<file path="src/rtl/mux_scan_sel.sv">
// Channel selector: routes one slice of in_bus to a registered output, either
// by manual index or by timed round-robin scan with hold.
module mux_scan_sel #(
  parameter  int CHANNELS = 4,
  parameter  int WIDTH    = 1,
  parameter  int DWELL    = 8,
  localparam int SELW     = (CHANNELS > 1) ? $clog2(CHANNELS) : 1
) (
  input  logic                      clk,
  input  logic                      rst,
  input  logic                      en,
  input  logic                      mode,
  input  logic                      hold,
  input  logic [SELW-1:0]           sel,
  input  logic [CHANNELS*WIDTH-1:0] in_bus,
  output logic [WIDTH-1:0]          out,
  output logic                      out_valid,
  output logic [SELW-1:0]           cur_ch,
  output logic                      ch_step,
  output logic                      sel_err
);

  localparam int DCW = $clog2(DWELL + 1);
  localparam logic [DCW-1:0]  DW_LAST = DCW'(DWELL - 1);
  localparam logic [SELW-1:0] CH_LAST = SELW'(CHANNELS - 1);
  localparam logic [SELW:0]   CH_MAX  = (SELW + 1)'(CHANNELS - 1);

  typedef enum logic [1:0] {IDLE, MANUAL, SCAN} state_t;

  state_t            state_q, state_d;
  logic [WIDTH-1:0]  out_q, out_d;
  logic              out_valid_q, out_valid_d;
  logic [SELW-1:0]   cur_ch_q, cur_ch_d;
  logic              ch_step_q, ch_step_d;
  logic              sel_err_q, sel_err_d;
  logic [DCW-1:0]    dwell_cnt_q, dwell_cnt_d;

  logic [WIDTH-1:0]  sel_data, cur_data;
  logic              sel_oor;

  always_comb begin
    sel_data = '0;
    cur_data = '0;
    for (int unsigned k = 0; k < CHANNELS; k++) begin
      if (sel == SELW'(k))      sel_data = in_bus[k*WIDTH +: WIDTH];
      if (cur_ch_q == SELW'(k)) cur_data = in_bus[k*WIDTH +: WIDTH];
    end
    sel_oor = ({1'b0, sel} > CH_MAX);
  end

  // Next state comes from en/mode; the actions below follow the current state.
  always_comb begin
    state_d     = !en ? IDLE : (mode ? SCAN : MANUAL);
    out_d       = out_q;
    out_valid_d = out_valid_q;
    cur_ch_d    = cur_ch_q;
    ch_step_d   = 1'b0;
    sel_err_d   = 1'b0;
    dwell_cnt_d = dwell_cnt_q;
    case (state_q)
      IDLE: begin
        out_d       = '0;
        out_valid_d = 1'b0;
        dwell_cnt_d = '0;
      end
      MANUAL: begin
        // Clearing here gives every SCAN entry a full dwell on the kept channel.
        dwell_cnt_d = '0;
        if (sel_oor) begin
          out_d       = '0;
          out_valid_d = 1'b0;
          sel_err_d   = 1'b1;
        end else begin
          cur_ch_d    = sel;
          out_d       = sel_data;
          out_valid_d = 1'b1;
          ch_step_d   = (sel != cur_ch_q);
        end
      end
      SCAN: begin
        out_d       = cur_data;
        out_valid_d = 1'b1;
        if (!hold) begin
          if (dwell_cnt_q == DW_LAST) begin
            dwell_cnt_d = '0;
            cur_ch_d    = (cur_ch_q == CH_LAST) ? '0 : cur_ch_q + SELW'(1);
            ch_step_d   = 1'b1;
          end else begin
            dwell_cnt_d = dwell_cnt_q + DCW'(1);
          end
        end
      end
      default: begin
        out_d       = '0;
        out_valid_d = 1'b0;
        dwell_cnt_d = '0;
      end
    endcase
  end

  always_ff @(posedge clk or posedge rst) begin
    if (rst) begin
      state_q     <= IDLE;
      out_q       <= '0;
      out_valid_q <= 1'b0;
      cur_ch_q    <= '0;
      ch_step_q   <= 1'b0;
      sel_err_q   <= 1'b0;
      dwell_cnt_q <= '0;
    end else begin
      state_q     <= state_d;
      out_q       <= out_d;
      out_valid_q <= out_valid_d;
      cur_ch_q    <= cur_ch_d;
      ch_step_q   <= ch_step_d;
      sel_err_q   <= sel_err_d;
      dwell_cnt_q <= dwell_cnt_d;
    end
  end

  assign out       = out_q;
  assign out_valid = out_valid_q;
  assign cur_ch    = cur_ch_q;
  assign ch_step   = ch_step_q;
  assign sel_err   = sel_err_q;

endmodule

</file>
<file path="config.mk">
export PLATFORM = sky130hd
export DESIGN_NAME = mux_scan_sel
export DESIGN_NICKNAME = d
export VERILOG_FILES = /design/src/rtl/mux_scan_sel.sv
export SDC_FILE = /design/constraint.sdc
export NUM_CORES = 1
export LEC_CHECK = 0
export CORE_MARGIN = 2
export CORE_UTILIZATION = 40
export DETAILED_ROUTE_END_ITERATION = 10
export PLACE_DENSITY = 0.67
export SLEW_MARGIN = 15
export SYNTH_ARGS = -nofsm -noshare
export SYNTH_HDL_FRONTEND = slang
export SYNTH_SLANG_ARGS = --single-unit
</file>
<file path="constraint.sdc">
create_clock -name clk -period 2.7 [get_ports clk]
set_input_delay 0.675 -clock clk [delete_from_list [all_inputs] [get_ports clk]]
set_output_delay 0.675 -clock clk [all_outputs]
set_load 0.01 [all_outputs]
</file>
Word-level counts from Yosys, hierarchy flattened:

Cells that the tools add are included.

* add/subtract/negate cells: 2
* $mul: 0
* divide/modulo/power cells: 0
* $lt $le $gt $ge: 0
* eq/ne operators: 12
* shift-type cells: 0
* mux-type cells: 22
* bitwise operators: 0
* reduce and logical (&&, ||, !) cells: 5

Operator list (count)
* 4-bit two-way mux: 3
* 1-bit two-way mux: 11
* 2-bit == test, second input constant: 5
* 2-bit two-way mux: 5
* 2-bit by 1-bit == test with 1-bit output, second input constant: 3
* 4-bit by 1-bit adder with 4-bit output, second input constant: 1
* 4-bit by 3-bit == test with 1-bit output, second input constant: 1
* 2-bit logical NOT: 2
* 2-bit inequality test, second input constant: 2
* 1-bit case mux with 2 select lines: 2
* 2-bit case mux with 2 select lines: 1
* 3-bit AND reduction: 1
* 2-bit by 1-bit adder with 2-bit output, second input constant: 1
* 2-bit inequality test: 1
* 2-bit nonzero test: 1
* 2-bit OR reduction: 1

* register bits after elaboration: 11
* latch bits: 0
* RAM bits: 0
* memory bits (read-only): 0
* input port bits: 11
* output and inout port bits: 6
* word-level logic and storage cells: 47
* memories: 0

Depth between registers and ports, before layout:

Gate-level depths: netlist of the first run.

* word-level depth: 6
* gate-level depth with buffers: 6

Least setup slack after synthesis of the first run:

Ideal clock, no wire load.

* kind: register -> register
* start: reg cur_ch_q[0] (netlist: cur_ch[0])
* end: reg out_q (netlist: out)
* arrival: 1.376 ns
* path slack: 1.191 ns
* stages on the path, launching flop included: 6
* path buffers: 0
* period minus slack after synthesis: 1.509 ns
* cells stage by stage: dfrtp_1 -> inv_1 -> ha_1 -> and4bb_2 -> a2111oi_0 -> o21ai_1

* longest elaborated chain between the ends: 6
* elaborated cells on any way between the ends: 9
* those cells by class: 3 x eq/ne; 5 x mux; 1 x reduce/logical

RTL lines
* start, declared: RTL line 33 `logic [SELW-1:0] cur_ch_q, cur_ch_d;`
* start signal, assigned: RTL line 114 `cur_ch_q <= cur_ch_d;`
* 2-bit logical NOT: RTL line 46 `if (cur_ch_q == SELW'(k)) cur_data = in_bus[k*WIDTH +: WIDTH];`
* 1-bit two-way mux (3 in a row): RTL line 46
* 1-bit two-way mux *: RTL line 46
* 1-bit case mux with 2 select lines *: RTL line 60 `case (state_q)`
* named net out_d: RTL line 31 `logic [WIDTH-1:0] out_q, out_d;`
* end signal, assigned: RTL line 112 `out_q <= out_d;`
* end, declared: RTL line 31

The timed path passes the listed nets; every way through them passes the cells marked *.
A chain may end at the register's enable or synchronous reset.

Final worst setup path of the first run:

* start: reg cur_ch_q[1] (netlist: cur_ch[1])
* end: out cur_ch[1]

RTL lines
* end, declared: RTL line 18 `output logic [SELW-1:0] cur_ch,`

No word-level cell between the ends.

==> results.txt, run 1 <==
----------------------------------------------------
[Placement]
  Buffers added on ports ... 15
  Post-Place Cells ... 91
  Final weighted congestion of routability-driven global placement ... 0.718
  Placement Cell Area ... 823 um2
  Post-DP HPWL ... ~950 um

[GRT]
  Global-route wire length before repair ... between 1.5 and 2 mm
  Maximum number of pins on one net before global-route repair ... 12
  GRT Total Usage ... 13.9%
  Global route overflow ... 0
  Number of global-route vias before repair ... 480
  Number of antenna violations at the first check in global routing ... 0

[Clocking]
  Clock insertion delay at the later pin of the skew report ... approximately 0.27 ns
  CTS clk-pin slew, worst paths ... 0.07 ns
  Total clock sinks ... 11
  Worst-case clock buffer depth ... 2
  CTS Buf Count ... 3
  Root Driver ... clkbuf_4
  CTS hold repair buffers ... 0
  Number of H-tree levels ... 1
  Clock tree from TritonCTS ... built
  Buffers inserted during post-CTS setup optimization ... 0
  Post-CTS resize count ... 0

[Routing]
  Antenna violation net count after detailed routing ... 0
  Post-detailed-route via-to-cell ratio ... 5.23
  Pre-antenna DRT Iters ... 1
  Detail-routed net length per standard cell ... 12.1 um
  Via count of the routed design ... 497
  # DRC ... 0
  Starting DRT DRC Count ... 0
  Post-Route WL ... 1.15 mm

[Floorplan]
  Initial Util ... a little over two fifths
  Placeable core area ... between 1500 and 2000 um2
  I/O pin total ... 17
  Row cnt ... 14
  Horizontal die dimension ... 44.8 um
  Die Ht ... roughly 45 um
  Die area ... 2010 um2

[Timing]
  Fin. Hold Viols ... 0
  Final sum of negative setup slack ... 0 ns
  Maximum operating frequency ... 0.514 GHz
  Final cycle utilization of the critical path ... between 70 and 80%
  Final count of negative-setup-slack endpoints ... 0
  Shortest period the worst path allows ... 1.95 ns
  Max Clock Skew ... 0.00408 ns
  RSZ-0062 raised after global routing ... false
  Final-report max-slew violation count ... 0

[Finish]
  Synth-to-layout area growth ... 27.6%
  Final #Nets ... 98
  Filler-free cell count of the finished design ... 95
  Cell area after layout ... approximately 850 um2
  Total inserted antenna cells ... 0
  Share of cells above drive strength 1 ... 6.33%

[Synth]
  Mean Syn Cell Area ... 10.7 um2
  Top cells by area, synth ... dfrtp_1, ha_1, mux2i_1
  Post-synthesis cell count ... 62
  Synth area leader ... dfrtp_1
  Yosys warns ... 0
  Most common cell in the netlist ... dfrtp_1
  Fraction of post-synthesis cell area in the top cell type by area ... 41.4%
  Sequential area share after synthesis ... 41.4%
  Post-synthesis register bit count ... 11
  Syn nets ... 80
  Post-synth EDFFs ... 0
  Count of cell types in the netlist ... 25
  Area of the mapped netlist ... 666 um2
  Commonest cells in the synthesized netlist ... dfrtp_1, ha_1, inv_1
  Top flip-flop cell by instance count after synthesis ... dfrtp_1
  Share of flip-flops with an asynchronous set or reset after synthesis ... 100%

[Setup path]
  Highest net fanout along the worst path ... 5
  Arrival time at the worst endpoint ... 1.27 ns
  Cell-by-cell trace of the critical path ... clkdlybuf4s50_1
  Required @ worst endpoint ... 2.03 ns
  Category of the worst setup path launch point ... register
  Type of destination of the critical path ... output pin
  Kind of critical path ... register to output pin
  Highest cell delay on the worst timing path ... around 0.57 ns
  Cell with the biggest individual delay on the critical path ... clkdlybuf4s50_1
  Bufs and invs on worst path ... 1
  Family of cells with the greatest summed delay on the critical path ... buffers and inverters

[Pwr]
  Leakage power ... between 0.4 and 0.5 nW
  Maximum resistive drop on vdd ... 0.247 mV
  Total power density per cell area ... 511 nW/um2

[Status]
  Status ... completed

[Flow run]
  # Max-Cap Violations ... 0

[Hold path]
  Tightest Hold Check Type ... register to register

----------------------------------------------------
[worst paths after layout]
| kind | start | endpoint | slack (ns) | cells past startpoint |
|---|---|---|---|---|
| max | cur_ch[1]$_DFFE_PP0P_ | cur_ch[1] | 0.75 | 1 |
| min | dwell_cnt_q[3]$_DFFE_PP0P_ | dwell_cnt_q[3]$_DFFE_PP0P_ | 0.55 | 2 |
| max reg2reg | cur_ch[0]$_DFFE_PP0P_ | out$_DFF_PP0_ | 1.10 | 5 |
| min reg2reg | dwell_cnt_q[3]$_DFFE_PP0P_ | dwell_cnt_q[3]$_DFFE_PP0P_ | 0.55 | 2 |
| max in group asynchronous | rst | dwell_cnt_q[3]$_DFFE_PP0P_ | 1.73 | 2 |
| min in group asynchronous | rst | cur_ch[1]$_DFFE_PP0P_ | 0.68 | 2 |
[logic make-up (layout without fill, tap and decap cells)]
kind of cell | count (synthesis) | after routing | synth area share [%]
adders and majority gates | 7 | 7 | 13.2
other | 1 | 1 | 0.563
DFF | 11 | 11 | 41.4
AOI/OAI and AO/OA | 10 | 10 | 10.1
xor gates and xnor gates | 3 | 3 | 3.95
buffers and inverters | 9 | 26 | 5.83
muxes | 5 | 5 | 9.40
and+or+nand+nor | 16 | 16 | 15.6
[layout by cell type (no fill, tap or decap)]
master,netlist,layout
xor2_1,3,3
a211o_1,1,1
mux2i_1,4,4
nand4b_1,1,1
o211ai_1,1,1
mux4_2,1,1
clkdlybuf4s50_1,0,15
a2111oi_0,1,1
clkbuf_1,0,1
ha_1,7,7
clkbuf_4,0,3
inv_1,7,7
or3_1,1,1
and3b_1,1,1
o21ai_0,1,1
conb_1,1,1
nand2_1,2,2
a31oi_1,2,2
o21ai_1,1,1
a21boi_1,2,2
a21oi_1,1,1
nand3_1,2,2
dfrtp_1,11,11
and4bb_2,1,1
nor2b_1,6,6
and2_1,2,2
[worst min-delay path, delay by kind of cell (launching register included)]
kind,cells,cell delay (ns)
AOI/OAI and AO/OA,1,0.06
DFF,1,0.39
and+or+nand+nor,1,0.06
[sequential cells by signal, indices dropped and copies added, names as in the netlist]
name	flops
state_q	2
ch_step	1
dwell_cnt_q	4
out	1
cur_ch	2
out_valid	1
[power by group]
| part | internal [mW] | total, mW | switching [mW] |
|---|---|---|---|
| logic | 0.0709 | 0.128 | 0.0568 |
| clock network | 0.0572 | 0.111 | 0.0539 |
| registers | 0.179 | 0.195 | 0.0160 |
| total | 0.307 | 0.434 | 0.127 |
[metrics by stage]
step / hold WS, ns / power [mW] / setup slack, ns / util (%)
2_1_floorplan: 0.511 / 0.268 / 1.19 / -
3_3_place_gp: 0.530 / 0.326 / 0.707 / 53.4
3_5_place_dp: 0.547 / 0.329 / 0.691 / 53.4
4_1_cts: 0.555 / 0.444 / 0.731 / 55.1
5_1_grt: 0.588 / 0.466 / 0.680 / 55.1
6_report: 0.546 / 0.434 / 0.753 / 55.1
[routing by layer]
metal  wire (um)  global-route usage (%)  vias up  part of all wire, %
li1            -                       -      248                    -
met1         496                    15.6      231                   43
met2         555                    22.3       14                   48
met3          63                    4.00        4                  5.5
met4          33                    10.6        0                  2.9
met5           0                       0        -                    0
[layout make-up]
class / count / area (um2)
inverter: 7 / 26.3
fill: 152 / 692
tap: 16 / 20.0
multi-input combinational: 42 / 352
timing repair buffer: 15 / 150
clock buffer: 4 / 26.3
sequential: 11 / 275
Power figures use the tool's default switching activity.
==> run 2, diff against run 1 <==
==> constraint.sdc (replaced) <==
create_clock -name clk -period 1.9 [get_ports clk]
set_input_delay 0.475 -clock clk [delete_from_list [all_inputs] [get_ports clk]]
set_output_delay 0.475 -clock clk [all_outputs]
set_load 0.01 [all_outputs]
==> run 2 against run 1 <==
Against the previous run: sequential share of layout area fell by 0.33 points; flip-flop and latch count is the same; register-to-register slack worse by 0.87 ns; clock power grew 41%; setup slack worse by 0.65 ns; clock skew rose by 0.0082 ns; global-route usage decreased by 0.77 points; worst hold slack worse by 0.063 ns; first-iteration DRC count grew 4; cell count rose by 1.1%.
==> results.txt, run 2 (synthesis results as in run 1) <==
----------------------------------------------------
[Setup path]
  Category of the worst setup path launch point ... register
  Highest cell delay on the worst timing path ... 0.58 ns
  Cell-by-cell trace of the critical path ... clkdlybuf4s50_1
  Arrival time at the worst endpoint ... 1.32 ns
  Kind of critical path ... register to output pin
  Cell with the biggest individual delay on the critical path ... clkdlybuf4s50_1
  Bufs and invs on worst path ... 1
  Required @ worst endpoint ... 1.42 ns
  Type of destination of the critical path ... output pin
  Highest net fanout along the worst path ... 5
  Family of cells with the greatest summed delay on the critical path ... buffers and inverters

[Finish]
  Most common cell after layout, fill and taps aside ... clkdlybuf4s50_1
  Final core utilization ... around 56%
  Register containing the most flip-flops in the final layout ... dwell_cnt_q
  Total inserted antenna cells ... 0
  Final #Nets ... 99
  Synth-to-layout area growth ... 28.9%
  Number of flip-flops under the largest register name ... 4
  Highest-count cells in the layout ignoring fill and taps ... clkdlybuf4s50_1, dfrtp_1, inv_1, ha_1, nor2b_1
  Share of cells above drive strength 1 ... under 10%
  Filler Cells Inserted ... 144

[Clocking]
  Worst-case clock buffer depth ... 2
  Total clock sinks ... 11
  Post-CTS resize count ... 0
  Clock tree from TritonCTS ... built
  CTS clk-pin slew, worst paths ... 0.08 ns
  Clock insertion delay at the later pin of the skew report ... between 0.2 and 0.3 ns
  Number of H-tree levels ... 1
  Buffers inserted during post-CTS setup optimization ... 0
  CTS hold repair buffers ... 0
  CTS Buf Count ... 3
  Root Driver ... clkbuf_4

[GRT]
  Global route overflow ... 0
  Global-route wire length before repair ... 1.95 mm
  Number of global-route vias before repair ... between 400 and 500
  Number of antenna violations at the first check in global routing ... 0
  Maximum number of pins on one net before global-route repair ... 12
  GRT Total Usage ... between 10% and 20%

[Timing]
  RSZ-0062 raised after global routing ... false
  Shortest period the worst path allows ... around 1.8 ns
  Final cycle utilization of the critical path ... a little over nine tenths
  Final count of negative-setup-slack endpoints ... 0
  Final sum of negative setup slack ... 0 ns
  Maximum operating frequency ... 0.558 GHz
  Max Clock Skew ... 0.0123 ns
  Final setup slack of the worst path ... 0.108 ns
  Fin. Hold Viols ... 0
  Final-report max-slew violation count ... 0

[Routing]
  Detail-routed net length per standard cell ... approximately 11 um
  Via count of the routed design ... 492
  Pre-antenna DRT Iters ... 2
  Post-detailed-route via-to-cell ratio ... 5.13
  # DRC ... 0
  Starting DRT DRC Count ... 4
  Post-Route WL ... 1.08 mm
  Antenna violation net count after detailed routing ... 0

[Hold path]
  Tightest Hold Check Type ... primary input to asynchronous set/reset pin

[Placement]
  Post-placement worst setup slack ... 0.0991 ns
  Buffers added on ports ... 15
  Final weighted congestion of routability-driven global placement ... around 0.74
  Post-DP HPWL ... roughly 900 um

[Flow run]
  # Max-Cap Violations ... 0

[Floorplan]
  Horizontal die dimension ... 44.8 um
  Die area ... between 2000 and 2500 um2
  Placeable core area ... about 1500 um2
  Row cnt ... 14
  Die Ht ... 44.8 um
  I/O pin total ... 17
  Initial Util ... between 40% and 50%

[Pwr]
  Leakage power ... 0.418 nW
  Total power density per cell area ... roughly 720 nW/um2
  Maximum resistive drop on vdd ... 0.415 mV

[Status]
  Status ... completed

----------------------------------------------------
## run 2: changes by cell type in the layout (fill, tap and decap cells not counted), sizes merged
cell    before  now
buf          0    1
clkbuf       4    3
clkinv       0    1
## run 2: metrics by stage
step	cell area [um2]	power, mW	hold slack [ns]	std cells
2_1_floorplan	666	0.381	0.327	62
3_5_place_dp	831	0.464	0.543	92
4_1_cts	858	0.626	0.494	96
5_1_grt	858	0.664	0.527	96
6_report	858	0.617	0.483	96
3_3_place_gp	831	0.465	0.534	92
## run 2: final cells by class
class,instances,area [um2],area share (%)
tap,16,20.0,2.33
timing repair buffer,16,158,18.4
multi-input combinational,42,352,41.0
inverter,7,26.3,3.06
sequential,11,275,32.1
clock buffer,3,22.5,2.62
clock inverter,1,5.00,0.583
## run 2: worst paths after layout
| check | startpoint | end | slack [ns] | cells past startpoint |
|---|---|---|---|---|
| setup / recovery | cur_ch[0]$_DFFE_PP0P_ | cur_ch[0] | 0.11 | 1 |
| hold / removal | rst | cur_ch[0]$_DFFE_PP0P_ | 0.48 | 2 |
| setup reg to reg | cur_ch[0]$_DFFE_PP0P_ | out$_DFF_PP0_ | 0.23 | 5 |
| hold reg to reg | dwell_cnt_q[3]$_DFFE_PP0P_ | dwell_cnt_q[3]$_DFFE_PP0P_ | 0.55 | 2 |
| max in group asynchronous | rst | dwell_cnt_q[1]$_DFFE_PP0P_ | 1.12 | 2 |
| min in group clk | dwell_cnt_q[3]$_DFFE_PP0P_ | dwell_cnt_q[3]$_DFFE_PP0P_ | 0.55 | 2 |
## run 2: routing by layer
layer	up-vias	GRT usage (%)	share of wire, %	wire, um
li1	247	-	-	-
met1	231	15.6	46	493
met2	14	22.6	48	517
met3	0	3.60	6.0	65
met4	0	5.29	0	0
met5	-	0	0	0
## run 2: where the power goes
part	internal (mW)	total, mW	switching [mW]
combinational	0.101	0.182	0.0806
clock	0.0778	0.156	0.0780
sequential	0.254	0.280	0.0256
total	0.433	0.617	0.184
==> run 3, diff against run 2 <==
--- a/config.mk
+++ b/config.mk
@@ -9,6 +9,7 @@
 export CORE_UTILIZATION = 40
 export DETAILED_ROUTE_END_ITERATION = 10
 export PLACE_DENSITY = 0.67
+export RECOVER_POWER = 25
 export SLEW_MARGIN = 15
 export SYNTH_ARGS = -nofsm -noshare
 export SYNTH_HDL_FRONTEND = slang
==> run 3 against run 2 <==
Against the previous run: routed wire length about the same; sequential power barely moved; combinational power about the same; first-iteration DRC count unchanged; flip-flop and latch count unchanged; non-clock buffer count stayed put; final area is the same; setup slack barely moved; worst hold slack better by 0.063 ns; sequential share of layout area stayed put; largest cell class unchanged; largest power group unchanged; highest routed layer unchanged.
==> results.txt, run 3 (synthesis results as in run 1) <==
----------------------------------------------------
[Status]
  Status ... completed

[Pwr]
  Leakage power ... 0.418 nW
  Total power density per cell area ... roughly 700 nW/um2
  Maximum resistive drop on vdd ... 0.413 mV

[Floorplan]
  Die area ... 2010 um2
  I/O pin total ... 17
  Initial Util ... 43.2%
  Placeable core area ... around 1500 um2
  Row cnt ... 14
  Horizontal die dimension ... about 45 um
  Die Ht ... 44.8 um

[Timing]
  Final count of negative-setup-slack endpoints ... 0
  Worst slack on hold paths ... 0.546 ns
  Fin. Hold Viols ... 0
  Final setup slack of the worst path ... 0.108 ns
  Maximum operating frequency ... 0.558 GHz
  Final sum of negative setup slack ... 0 ns
  RSZ-0062 raised after global routing ... false
  Final cycle utilization of the critical path ... 94.3%
  Final-report max-slew violation count ... 0
  Max Clock Skew ... 0.0123 ns
  Shortest period the worst path allows ... ~1.8 ns

[GRT]
  GRT Total Usage ... 13.2%
  Global route overflow ... 0
  Maximum number of pins on one net before global-route repair ... 12
  Number of antenna violations at the first check in global routing ... 0
  Number of global-route vias before repair ... a little under 500
  Global-route wire length before repair ... 1.95 mm

[Clocking]
  Clock tree from TritonCTS ... built
  Worst-case clock buffer depth ... 2
  Total clock sinks ... 11
  Post-CTS resize count ... 0
  CTS clk-pin slew, worst paths ... ~0.08 ns
  CTS hold repair buffers ... 0
  Clock insertion delay at the later pin of the skew report ... 0.27 ns
  Buffers inserted during post-CTS setup optimization ... 0
  Root Driver ... clkbuf_4
  CTS Buf Count ... 3
  Number of H-tree levels ... 1

[Placement]
  Final weighted congestion of routability-driven global placement ... 0.737
  Placement Cell Area ... 831 um2
  Post-DP HPWL ... between 800 and 900 um
  Post-placement worst setup slack ... 0.0991 ns
  Buffers added on ports ... 15

[Routing]
  Antenna violation net count after detailed routing ... 0
  Detail-routed net length per standard cell ... 11.2 um
  Starting DRT DRC Count ... 4
  Post-Route WL ... about 1.1 mm
  # DRC ... 0
  Pre-antenna DRT Iters ... 2
  Post-detailed-route via-to-cell ratio ... 5.13
  Via count of the routed design ... 492

[Setup path]
  Bufs and invs on worst path ... 1
  Critical path startpoint ... cur_ch[0]$_DFFE_PP0P_
  Register-to-Register Setup Slack ... 0.23 ns
  Highest net fanout along the worst path ... 5
  Type of destination of the critical path ... output pin
  Family of cells with the greatest summed delay on the critical path ... buffers and inverters
  Reg2Reg Launch Point ... cur_ch[0]$_DFFE_PP0P_
  Highest cell delay on the worst timing path ... approximately 0.58 ns
  Cell with the biggest individual delay on the critical path ... clkdlybuf4s50_1
  Required @ worst endpoint ... 1.42 ns
  Arrival time at the worst endpoint ... 1.32 ns
  Cell-by-cell trace of the critical path ... clkdlybuf4s50_1
  Category of the worst setup path launch point ... register
  Kind of critical path ... register to output pin

[Finish]
  Most common cell after layout, fill and taps aside ... clkdlybuf4s50_1
  Synth-to-layout area growth ... 28.9%
  Final core utilization ... 55.7%
  Register containing the most flip-flops in the final layout ... dwell_cnt_q
  Total inserted antenna cells ... 0
  Number of flip-flops under the largest register name ... 4
  Final #Nets ... 99
  Highest-count cells in the layout ignoring fill and taps ... clkdlybuf4s50_1, dfrtp_1, inv_1, ha_1, nor2b_1
  Cell area after layout ... 858 um2
  Share of cells above drive strength 1 ... 8.75%
  Filler Cells Inserted ... 144

[Flow run]
  # Max-Cap Violations ... 0

[Hold path]
  Tightest Hold Check Type ... register to register
  Worst Hold Launch ... dwell_cnt_q[3]$_DFFE_PP0P_

----------------------------------------------------
-- run 3: area by class of cell --
class | instances | area, um2 | share of cell area (%)
repair buffers | 16 | 158 | 18.4
clock inverters | 1 | 5.00 | 0.583
multi-input cells | 42 | 352 | 41.0
well taps | 16 | 20.0 | 2.33
flip-flops and latches | 11 | 275 | 32.1
clock buffers | 3 | 22.5 | 2.62
inverters | 7 | 26.3 | 3.06
-- run 3: final timing paths --
path                                                   end  cells past startpoint
worst min-delay path            dwell_cnt_q[3]$_DFFE_PP0P_                      2
worst max-delay path                             cur_ch[0]                      1
worst max register to register               out$_DFF_PP0_                      5
worst min register to register  dwell_cnt_q[3]$_DFFE_PP0P_                      2
max in group asynchronous       dwell_cnt_q[1]$_DFFE_PP0P_                      2
min in group asynchronous            cur_ch[0]$_DFFE_PP0P_                      2
-- run 3: layer usage --
metal / share of wire, % / wire (um) / GRT usage, %
met1: 46 / 493 / 15.6
met2: 48 / 516 / 22.6
met3: 6.0 / 65 / 3.60
met4: 0 / 0 / 5.29
met5: 0 / 0 / 0
-- run 3: worst min-delay path: cells and delay by family (launching register included) --
| kind | cells | cell delay, ns |
|---|---|---|
| simple gates | 1 | 0.06 |
| flops | 1 | 0.39 |
| compound gates | 1 | 0.05 |
-- run 3: per-stage QoR --
step	power (mW)	std cells
after floorplan	0.381	62
after global placement	0.465	92
after detailed placement	0.464	92
after CTS	0.626	96
after global routing	0.664	96
final	0.617	96
-- run 3: report_power, final --
group / switching [mW] / leakage, nW / internal, mW / total (mW)
clock network: 0.0780 / 0.0177 / 0.0778 / 0.156
registers: 0.0256 / 0.144 / 0.254 / 0.280
logic: 0.0806 / 0.256 / 0.101 / 0.181
total: 0.184 / 0.418 / 0.432 / 0.617
